**src/rtl/prefetch_stride_issuer.sv**
```systemverilog
// rtl/prefetch_stride_issuer.sv - stride-trained prefetch issuer driving the queue command port.
// Optional PREFETCH_PAGE_BOUND_EN: stall prefetch issue when nextPrefAddr leaves lastAddr's page.
module prefetch_stride_issuer #(
  parameter int BA_ADDR_SIZE         = 64,
  parameter int LOG_BLOCK_DATA_BYTES = 6,
  parameter int LOG_QUEUE_SIZE       = 6,
  parameter int STRIDE_BITS          = 16,
  parameter int CONF_THRESHOLD       = 2,
  parameter int PREFETCH_DEPTH       = 4,
  parameter int MAX_OUTSTANDING      = 8
`ifdef PREFETCH_PAGE_BOUND_EN
  , parameter int PAGE_LOG           = 12
`endif
) (
  input  logic                      clk,
  input  logic                      reset,
  input  logic                      demValid,
  input  logic [BA_ADDR_SIZE-1:0]   demAddr,
  input  logic                      queueFull,
  input  logic [LOG_QUEUE_SIZE:0]   outstandingReqCnt,
  output logic                      qValid,
  output logic [1:0]                qOpcode,
  output logic [BA_ADDR_SIZE-1:0]   qAddr,
  output logic                      flush,
  output logic [STRIDE_BITS-1:0]    strideOut,
  output logic                      active
);

  localparam int CONF_W  = $clog2(CONF_THRESHOLD + 1);
  localparam int AHEAD_W = $clog2(PREFETCH_DEPTH + 1);
  localparam logic [CONF_W-1:0]  CONF_THR_L = CONF_W'(CONF_THRESHOLD);
  localparam logic [AHEAD_W-1:0] DEPTH_L    = AHEAD_W'(PREFETCH_DEPTH);

  typedef enum logic [1:0] {S_IDLE, S_TRAIN, S_ACTIVE} state_t;

  state_t                    r_state, w_state_nxt;
  logic [BA_ADDR_SIZE-1:0]   r_last_addr, w_last_nxt;
  logic [STRIDE_BITS-1:0]    r_stride, w_stride_nxt;
  logic [CONF_W-1:0]         r_conf, w_conf_nxt;
  logic [AHEAD_W-1:0]        r_ahead, w_ahead_nxt;
  logic [BA_ADDR_SIZE-1:0]   r_next_pref, w_next_nxt;
  logic                      r_qvalid, w_qvalid_nxt;
  logic [1:0]                r_qop, w_qop_nxt;
  logic [BA_ADDR_SIZE-1:0]   r_qaddr, w_qaddr_nxt;
  logic                      r_flush, w_flush_nxt;

  logic [BA_ADDR_SIZE-1:0]   w_aligned, w_delta, w_stride_ext;
  logic                      w_delta_zero, w_delta_in_range, w_delta_match;
  logic [CONF_W-1:0]         w_conf_inc;
  logic                      w_page_ok, w_can_issue;

  assign w_aligned        = {demAddr[BA_ADDR_SIZE-1:LOG_BLOCK_DATA_BYTES], LOG_BLOCK_DATA_BYTES'(0)};
  assign w_delta          = w_aligned - r_last_addr;
  assign w_stride_ext     = {{(BA_ADDR_SIZE-STRIDE_BITS){r_stride[STRIDE_BITS-1]}}, r_stride};
  assign w_delta_zero     = (w_delta == '0);
  // Fits in signed STRIDE_BITS when all bits above the sign bit replicate it.
  assign w_delta_in_range = (&w_delta[BA_ADDR_SIZE-1:STRIDE_BITS-1]) | ~(|w_delta[BA_ADDR_SIZE-1:STRIDE_BITS-1]);
  assign w_delta_match    = (w_delta == w_stride_ext);
  assign w_conf_inc       = r_conf + CONF_W'(1);

`ifdef PREFETCH_PAGE_BOUND_EN
  assign w_page_ok = (r_next_pref[BA_ADDR_SIZE-1:PAGE_LOG] == r_last_addr[BA_ADDR_SIZE-1:PAGE_LOG]);
`else
  assign w_page_ok = 1'b1;
`endif

  assign w_can_issue = (r_state == S_ACTIVE) && !demValid && (r_ahead < DEPTH_L) && !queueFull &&
                       (32'(outstandingReqCnt) < MAX_OUTSTANDING) && w_page_ok;

  always_comb begin
    w_state_nxt  = r_state;
    w_last_nxt   = r_last_addr;
    w_stride_nxt = r_stride;
    w_conf_nxt   = r_conf;
    w_ahead_nxt  = r_ahead;
    w_next_nxt   = r_next_pref;
    w_qvalid_nxt = 1'b0;
    w_qop_nxt    = 2'd0;
    w_qaddr_nxt  = '0;
    w_flush_nxt  = 1'b0;
    if (demValid) begin
      w_qvalid_nxt = 1'b1;
      w_qop_nxt    = 2'd1;
      w_qaddr_nxt  = w_aligned;
    end
    case (r_state)
      S_IDLE: begin
        if (demValid) begin
          w_last_nxt  = w_aligned;
          w_conf_nxt  = '0;
          w_state_nxt = S_TRAIN;
        end
      end
      S_TRAIN: begin
        if (demValid && !w_delta_zero) begin
          w_last_nxt = w_aligned;
          if (!w_delta_in_range) begin
            w_stride_nxt = '0;
            w_conf_nxt   = '0;
          end else begin
            if (w_delta_match) begin
              w_conf_nxt = w_conf_inc;
            end else begin
              w_stride_nxt = w_delta[STRIDE_BITS-1:0];
              w_conf_nxt   = CONF_W'(1);
            end
            // On activation the new stride equals delta in both branches.
            if ((w_delta_match && w_conf_inc == CONF_THR_L) || (!w_delta_match && CONF_THRESHOLD == 1)) begin
              w_state_nxt = S_ACTIVE;
              w_next_nxt  = w_aligned + w_delta;
              w_ahead_nxt = '0;
            end
          end
        end
      end
      S_ACTIVE: begin
        if (demValid) begin
          if (!w_delta_zero) begin
            w_last_nxt = w_aligned;
            if (w_delta_match) begin
              w_ahead_nxt = (r_ahead == '0) ? '0 : r_ahead - AHEAD_W'(1);
            end else begin
              w_flush_nxt  = 1'b1;
              w_state_nxt  = S_TRAIN;
              w_stride_nxt = w_delta_in_range ? w_delta[STRIDE_BITS-1:0] : '0;
              w_conf_nxt   = CONF_W'(1);
              w_ahead_nxt  = '0;
            end
          end
        end else if (w_can_issue) begin
          w_qvalid_nxt = 1'b1;
          w_qop_nxt    = 2'd2;
          w_qaddr_nxt  = r_next_pref;
          w_next_nxt   = r_next_pref + w_stride_ext;
          w_ahead_nxt  = r_ahead + AHEAD_W'(1);
        end
      end
      default: w_state_nxt = S_IDLE;
    endcase
  end

  always_ff @(posedge clk) begin
    if (reset) begin
      r_state     <= S_IDLE;
      r_last_addr <= '0;
      r_stride    <= '0;
      r_conf      <= '0;
      r_ahead     <= '0;
      r_next_pref <= '0;
      r_qvalid    <= 1'b0;
      r_qop       <= 2'd0;
      r_qaddr     <= '0;
      r_flush     <= 1'b0;
    end else begin
      r_state     <= w_state_nxt;
      r_last_addr <= w_last_nxt;
      r_stride    <= w_stride_nxt;
      r_conf      <= w_conf_nxt;
      r_ahead     <= w_ahead_nxt;
      r_next_pref <= w_next_nxt;
      r_qvalid    <= w_qvalid_nxt;
      r_qop       <= w_qop_nxt;
      r_qaddr     <= w_qaddr_nxt;
      r_flush     <= w_flush_nxt;
    end
  end

  assign qValid    = r_qvalid;
  assign qOpcode   = r_qop;
  assign qAddr     = r_qaddr;
  assign flush     = r_flush;
  assign strideOut = r_stride;
  assign active    = (r_state == S_ACTIVE);

endmodule

```
**config.mk**
```make
export PLATFORM = sky130hd
export DESIGN_NAME = prefetch_stride_issuer
export DESIGN_NICKNAME = d
export VERILOG_FILES = /design/src/rtl/prefetch_stride_issuer.sv
export SDC_FILE = /design/constraint.sdc
export NUM_CORES = 1
export LEC_CHECK = 0
export BUFFER_PORTS_ARGS = -buffer_cell sky130_fd_sc_hd__buf_2
export CAP_MARGIN = 40
export CORE_ASPECT_RATIO = 0.5
export CORE_MARGIN = 2
export CORE_UTILIZATION = 54
export CTS_BUF_LIST = sky130_fd_sc_hd__clkbuf_4 sky130_fd_sc_hd__clkbuf_8
export DETAILED_ROUTE_END_ITERATION = 6
export PLACE_DENSITY = 0.73
export SLEW_MARGIN = 20
export SYNTH_ARGS = -nofsm -noshare
export SYNTH_HDL_FRONTEND = slang
export SYNTH_SLANG_ARGS = --single-unit
export TNS_END_PERCENT = 1
```
**constraint.sdc**
```tcl
create_clock -name clk -period 15.1 [get_ports clk]
set_input_delay 0.755 -clock clk [delete_from_list [all_inputs] [get_ports clk]]
set_output_delay 0.755 -clock clk [all_outputs]
set_load 0.01 [all_outputs]
```
==> results.json, run 1 <==
{
  "status": "finished, final reports clean",
  "design.die.area_um2": 36800,
  "firstDrtPassIters": 6,
  "finalSetupViolations": 0,
  "track_usage_pct": 33.3,
  "crit_fanout": 5,
  "ios": 160,
  "fmax_ghz": 0.140,
  "crit_slowest_cell": "a311oi_1",
  "critical_path_class": "in -> reg",
  "worst-path-buf-inv": 3,
  "r2r_setup_slack_ns": 8.07,
  "die_h_um": 137,
  "core_um2": 34600,
  "drt-vias-per-instance": 6.36,
  "nets": 2876,
  "fin_setup_tns_ns": 0,
  "hp-start": "r_next_pref[38]",
  "period_share_pct": 47.2,
  "fin_crit_ns": 7.13,
  "ys_ff_latch": 195,
  "critPathTopFamily": "compound AO/OA/AOI/OAI gates",
  "cts-root-buf": "clkbuf_8",
  "worstMarginPinSlew_ns": 0.887,
  "grt_pass1_wl_um": 97300,
  "wl_um": 63000,
  "postRouteAntennaNets": 0,
  "finalWeightedCongestion": 1.03,
  "cts_made_buffers": 17,
  "relSlewSlack_pct": 39.4,
  "cap_violations": 0,
  "syn_to_final_growth_pct": 7.73,
  "hold_violations": 0,
  "rsz0062_at_grt": "false",
  "max_stage_delay_ns": 0.82,
  "drv_slew": 0,
  "via_count": 19700,
  "path_common_cell": "a21oi_1",
  "cts_tree": "yes",
  "ff2ff_path_depth": 21,
  "dr.first_iter.drc_count": 2089,
  "hold-path-endpoint": "r_next_pref[38]",
  "worstSetupStartpointType": "input port",
  "syn_area_um2": 19000,
  "hold_buffers": 0,
  "syn_inst": 2547,
  "r2r-start": "r_last_addr[6]",
  "finClkSkew_ns": 0.0266,
  "netlist-cell-type-count": 98,
  "yosysSeqAreaShare_pct": 20.5,
  "initial_utilization_pct": 55.0,
  "worstHoldPathCells": 2,
  "drive_gt1_share_pct": 9.76,
  "p_leak_nw": 9.21,
  "hold_class": "reg -> reg",
  "hpwlAfterDp_um": 49000,
  "cts.path.max_buffers": 2,
  "syn_avg_cell_area_um2": 7.46,
  "grt_max_degree": 78,
  "rows": 48,
  "port-buffer-count": 138,
  "final_cell_mix": "275 x nor2_1, 260 x a21oi_1, 194 x dfxtp_1, 190 x nand2_1, 186 x ha_1",
  "antenna_found_initial": 1,
  "p_per_area_nw_per_um2": 158,
  "async_reset_ff_share_pct": 0,
  "die_w_um": 269,
  "gr-total-overflow": 0,
  "synth_enable_flop_cells": 0,
  "fin_util_pct": 59.2,
  "arrival_ns": 7.59,
  "first_global_vias": 17400,
  "drc_errors": 0,
  "end_kind": "flop",
  "clock_latency_ns": 0.54,
  "final_common_cell": "nor2_1",
  "synth_warnings": 0,
  "clock-sinks": 195,
  "path_clk_slew_ns": 0.12,
  "peakVddDrop_v": 0.0000665,
  "path_cells": "buf_2, inv_1, ha_1, fa_1, nand2b_1, a21oi_1, o21ai_1, xnor2_1, ha_1, and4_1, o2bb2ai_1, o311a_1, o311ai_0, buf_2, a21oi_1, o21ai_0, a21oi_1, a21boi_0, o21ai_0, a311oi_1, xnor2_1, nand3b_1, a41oi_2",
  "post_cts_buffers": 0,
  "htreeDepth": 4,
  "ctsResizeCount": 0,
  "cp.required_ns": 15.56,
  "drt-wirelength-per-cell_um": 20.3,
  "synthFlopType": "dfxtp_1",
  "worst_r2r_endpoint": "r_next_pref[63]"
}
cell usage after synthesis (9+ instances only):
| cell type | instances | area share [%] |
|---|---|---|
| a22o_1 | 59 | 2.7 |
| nand3_1 | 62 | 1.6 |
| xnor2_1 | 81 | 3.7 |
| a21boi_0 | 9 | 0.36 |
| ha_1 | 187 | 12 |
| a211o_1 | 27 | 1.2 |
| o31ai_1 | 18 | 0.71 |
| and4_1 | 19 | 0.88 |
| dfxtp_1 | 195 | 21 |
| a211oi_1 | 28 | 1.1 |
| buf_4 | 13 | 0.51 |
| a221oi_1 | 9 | 0.41 |
| buf_2 | 14 | 0.37 |
| a31oi_1 | 24 | 0.79 |
| o21a_1 | 20 | 0.79 |
| o21ai_1 | 12 | 0.32 |
| xor2_1 | 50 | 2.3 |
| o21bai_1 | 20 | 0.79 |
| and3_1 | 28 | 0.92 |
| nor3_1 | 58 | 1.5 |
| a21oi_1 | 261 | 6.9 |
| inv_1 | 123 | 2.4 |
| nand2_1 | 190 | 3.8 |
| or3_1 | 23 | 0.76 |
| nor2b_1 | 22 | 0.72 |
| o211ai_1 | 24 | 0.95 |
| o21ai_0 | 121 | 3.2 |
| a21o_1 | 125 | 4.9 |
| mux2i_1 | 40 | 2.1 |
| nand4_1 | 48 | 1.6 |
| nor3b_1 | 9 | 0.36 |
| and2_1 | 26 | 0.86 |
| nor4_1 | 26 | 0.86 |
| nor2_1 | 276 | 5.4 |
| o22ai_1 | 9 | 0.30 |
| clkbuf_1 | 100 | 2.0 |
| a311oi_1 | 10 | 0.46 |
| nand2b_1 | 34 | 1.1 |
cells by family after synthesis:
group | after synthesis | share of synthesized area [%]
fa+ha+maj | 190 | 12.6
buf+inv | 255 | 5.42
simple gates | 865 | 22.3
xor+xnor | 131 | 6.04
compound gates | 863 | 30.5
other cells | 1 | 0.0197
mux | 47 | 2.52
flops | 195 | 20.5
how the worst max path moves through the flow:
stage                start         endpoint  slack [ns]  cells after the start
2_1_floorplan  demAddr[21]  r_next_pref[52]        9.25                     24
3_3_place_gp    demAddr[6]  r_next_pref[63]        6.97                     23
3_5_place_dp    demAddr[6]  r_next_pref[63]        7.42                     24
4_1_cts         demAddr[6]  r_next_pref[63]        7.96                     24
5_1_grt         demAddr[6]  r_next_pref[63]        7.74                     25
6_report        demAddr[6]  r_next_pref[63]        7.97                     23
power breakdown:
part / internal [W] / switching, W
registers: 0.000625 / 0.0000825
clock network: 0.000141 / 0.000223
logic: 0.000822 / 0.00133
registers in the layout (all words and copies together) (netlist names):
| name | count |
|---|---|
| flush | 1 |
| qAddr | 58 |
| qOpcode | 2 |
| qValid | 1 |
| r_ahead | 3 |
| r_conf | 2 |
| r_last_addr | 58 |
| r_next_pref | 58 |
| r_state | 2 |
| strideOut | 10 |
routing by layer:
| metal | GRT usage (%) | part of all wire (%) | up-vias |
|---|---|---|---|
| met5 | 0 | 0 | - |
| met4 | 8.40 | 1.9 | 0 |
| met3 | 8.47 | 11 | 87 |
| met2 | 49.5 | 41 | 881 |
| met1 | 47.9 | 46 | 9258 |
| li1 | - | - | 9489 |
metrics by stage:
step / worst slack (ns) / area (um2) / instances / hold WS, ns / total power [W]
floorplan: 9.25 / 19100 / 2558 / 0.448 / 0.00229
global placement: 6.97 / 19900 / 3054 / 0.465 / 0.00275
detailed placement: 7.42 / 20000 / 3060 / 0.473 / 0.00280
CTS: 7.96 / 20400 / 3091 / 0.480 / 0.00317
global route: 7.74 / 20500 / 3099 / 0.498 / 0.00347
finish: 7.97 / 20500 / 3099 / 0.489 / 0.00323
tightest hold or removal path, stage by stage (launching register included):
cell and delay (ns):
dfxtp_1 0.34, nand2_1 0.06, a21oi_1 0.05
layout make-up:
| type | count | area (um2) |
|---|---|---|
| repair buffers | 165 | 955 |
| multi-input cells | 2108 | 14200 |
| diodes | 1 | 2.50 |
| well taps | 475 | 594 |
| inverters | 124 | 465 |
| clock inverters | 13 | 146 |
| fillers | 3269 | 14100 |
| clock buffers | 18 | 248 |
| flip-flops and latches | 195 | 3910 |
(Power assumes the default switching activity.)
==> run 2: changes to the inputs <==
--- a/config.mk
+++ b/config.mk
@@ -12,7 +12,7 @@
 export CORE_UTILIZATION = 54
 export CTS_BUF_LIST = sky130_fd_sc_hd__clkbuf_4 sky130_fd_sc_hd__clkbuf_8
 export DETAILED_ROUTE_END_ITERATION = 6
-export PLACE_DENSITY = 0.73
+export PLACE_DENSITY = 0.76
 export SLEW_MARGIN = 20
 export SYNTH_ARGS = -nofsm -noshare
 export SYNTH_HDL_FRONTEND = slang
==> constraint.sdc (replaced) <==
create_clock -name clk -period 6.4 [get_ports clk]
set_input_delay 0.32 -clock clk [delete_from_list [all_inputs] [get_ports clk]]
set_output_delay 0.32 -clock clk [all_outputs]
set_load 0.01 [all_outputs]
==> run 2 against run 1 <==
  * Critical path depth grew 1
  * Via count grew 1.2%
  * Sequential power grew 140%
  * Clock-buffer cell count is the same
==> results.json, run 2 (same netlist as run 1, synthesis figures left out) <==
{
  "cts_tree": "yes",
  "critPathTopFamily": "compound AO/OA/AOI/OAI gates",
  "finalNonFillerCells": 3134,
  "crit_slowest_cell": "ha_1",
  "path_cells": "inv_1, ha_1, nand4_1, or3_1, nor4_2, a21oi_1, o221ai_2, inv_1, ha_1, and3_1, and4_1, nor3b_1, nand3_1, a21oi_1, o21ai_0, buf_4, a21oi_1, a21boi_0, o21ai_1, a311oi_1, buf_4, xnor2_1, nand3b_1, a41oi_2",
  "final_common_cell": "nor2_1",
  "drc_errors": 0,
  "die_h_um": 137,
  "rows": 48,
  "via_count": 20000,
  "nFillCells": 3338,
  "grt_pass1_wl_um": 99400,
  "p_leak_nw": 9.35,
  "clock_latency_ns": 0.54,
  "drv_slew": 0,
  "worstSetupStartpoint": "r_last_addr[18]",
  "cts_made_buffers": 17,
  "hp-start": "demAddr[8]",
  "post_cts_buffers": 0,
  "relSlewSlack_pct": 39.1,
  "multi_input_area_um2": 14200,
  "port-buffer-count": 138,
  "hold_violations": 0,
  "nets": 2911,
  "cts.path.max_buffers": 2,
  "r2r-start": "r_last_addr[18]",
  "worstSetupStartpointType": "flop",
  "ios": 160,
  "ctsResizeCount": 0,
  "status": "finished, final reports clean",
  "clock-sinks": 195,
  "arrival_ns": 6.52,
  "cp.required_ns": 6.88,
  "drt-vias-per-instance": 6.37,
  "finalSetupViolations": 0,
  "hold_class": "in -> reg",
  "core_um2": 34600,
  "crit_fanout": 9,
  "rsz0062_at_grt": "false",
  "worstHoldPathCells": 2,
  "seq_area_um2": 3910,
  "track_usage_pct": 34.2,
  "fin_util_pct": 59.9,
  "wl_um": 64800,
  "fmax_ghz": 0.165,
  "path_clk_slew_ns": 0.12,
  "gr-total-overflow": 0,
  "design.die.area_um2": 36800,
  "drive_gt1_share_pct": 11.1,
  "cap_violations": 0,
  "worst-path-buf-inv": 4,
  "initial_utilization_pct": 55.0,
  "max_stage_delay_ns": 0.48,
  "finClkSkew_ns": 0.0178,
  "syn_to_final_growth_pct": 9.04,
  "fin_setup_tns_ns": 0,
  "drt-wirelength-per-cell_um": 20.7,
  "firstDrtPassIters": 6,
  "crit_cells": 24,
  "critical_path_class": "reg -> reg",
  "die_w_um": 269,
  "path_common_cell": "a21oi_1",
  "grt_max_degree": 79,
  "p_per_area_nw_per_um2": 373,
  "hpwlAfterDp_um": 50900,
  "dr.first_iter.drc_count": 2315,
  "period_share_pct": 94.5,
  "htreeDepth": 4,
  "end_kind": "flop",
  "ff2ff_path_depth": 24,
  "finalWeightedCongestion": 1.03,
  "cts-root-buf": "clkbuf_8",
  "peakVddDrop_v": 0.000186,
  "final_cell_mix": "275 x nor2_1, 260 x a21oi_1, 194 x dfxtp_1, 190 x nand2_1, 184 x ha_1",
  "antenna_found_initial": 3,
  "dpl.cell_count": 3099,
  "hold_buffers": 0,
  "fin_crit_ns": 6.05,
  "first_global_vias": 17700,
  "worstMarginPinSlew_ns": 0.906,
  "postRouteAntennaNets": 0
}
-- run 2: cell types whose count changed in the layout (fill, tap and decap cells not counted), sizes merged --
cell	previous run	this run
clkinvlp	1	5
bufinv	1	0
clkbuf	21	19
buf	162	199
clkinv	7	5
inv	128	127
-- run 2: power breakdown --
part | switching (W) | internal [W]
combinational | 0.00319 | 0.00204
clock | 0.000540 | 0.000285
sequential | 0.000199 | 0.00148
total | 0.00393 | 0.00380
-- run 2: cell type report --
class	instances	share of cell area [%]
multi-input cells	2108	68.4
diodes	1	0.0121
clock inverters	13	0.604
flip-flops and latches	195	18.8
well taps	475	2.87
clock buffers	18	1.16
inverters	124	2.25
repair buffers	200	5.84
-- run 2: stage by stage --
step	hold slack [ns]	power (W)	worst slack (ns)	cell area, um2
6_report	0.0591	0.00773	0.351	20700
3_3_place_gp	0.464	0.00668	0.0864	20300
5_1_grt	0.0499	0.00829	0.0205	20700
3_5_place_dp	0.466	0.00676	0.0935	20300
4_1_cts	0.0363	0.00760	0.146	20700
2_1_floorplan	0.448	0.00540	0.973	19100
-- run 2: final timing paths --
check | slack, ns | endpoint
max | 0.35 | r_next_pref[63]
min | 0.06 | qAddr[8]
max reg2reg | 0.35 | r_next_pref[63]
min reg2reg | 0.49 | r_next_pref[27]
-- run 2: routing by layer --
metal	routed length (um)	global-route usage, %
met5	13	0
met3	6570	8.63
met2	27000	52.3
met1	29700	48.0
met4	1530	8.58
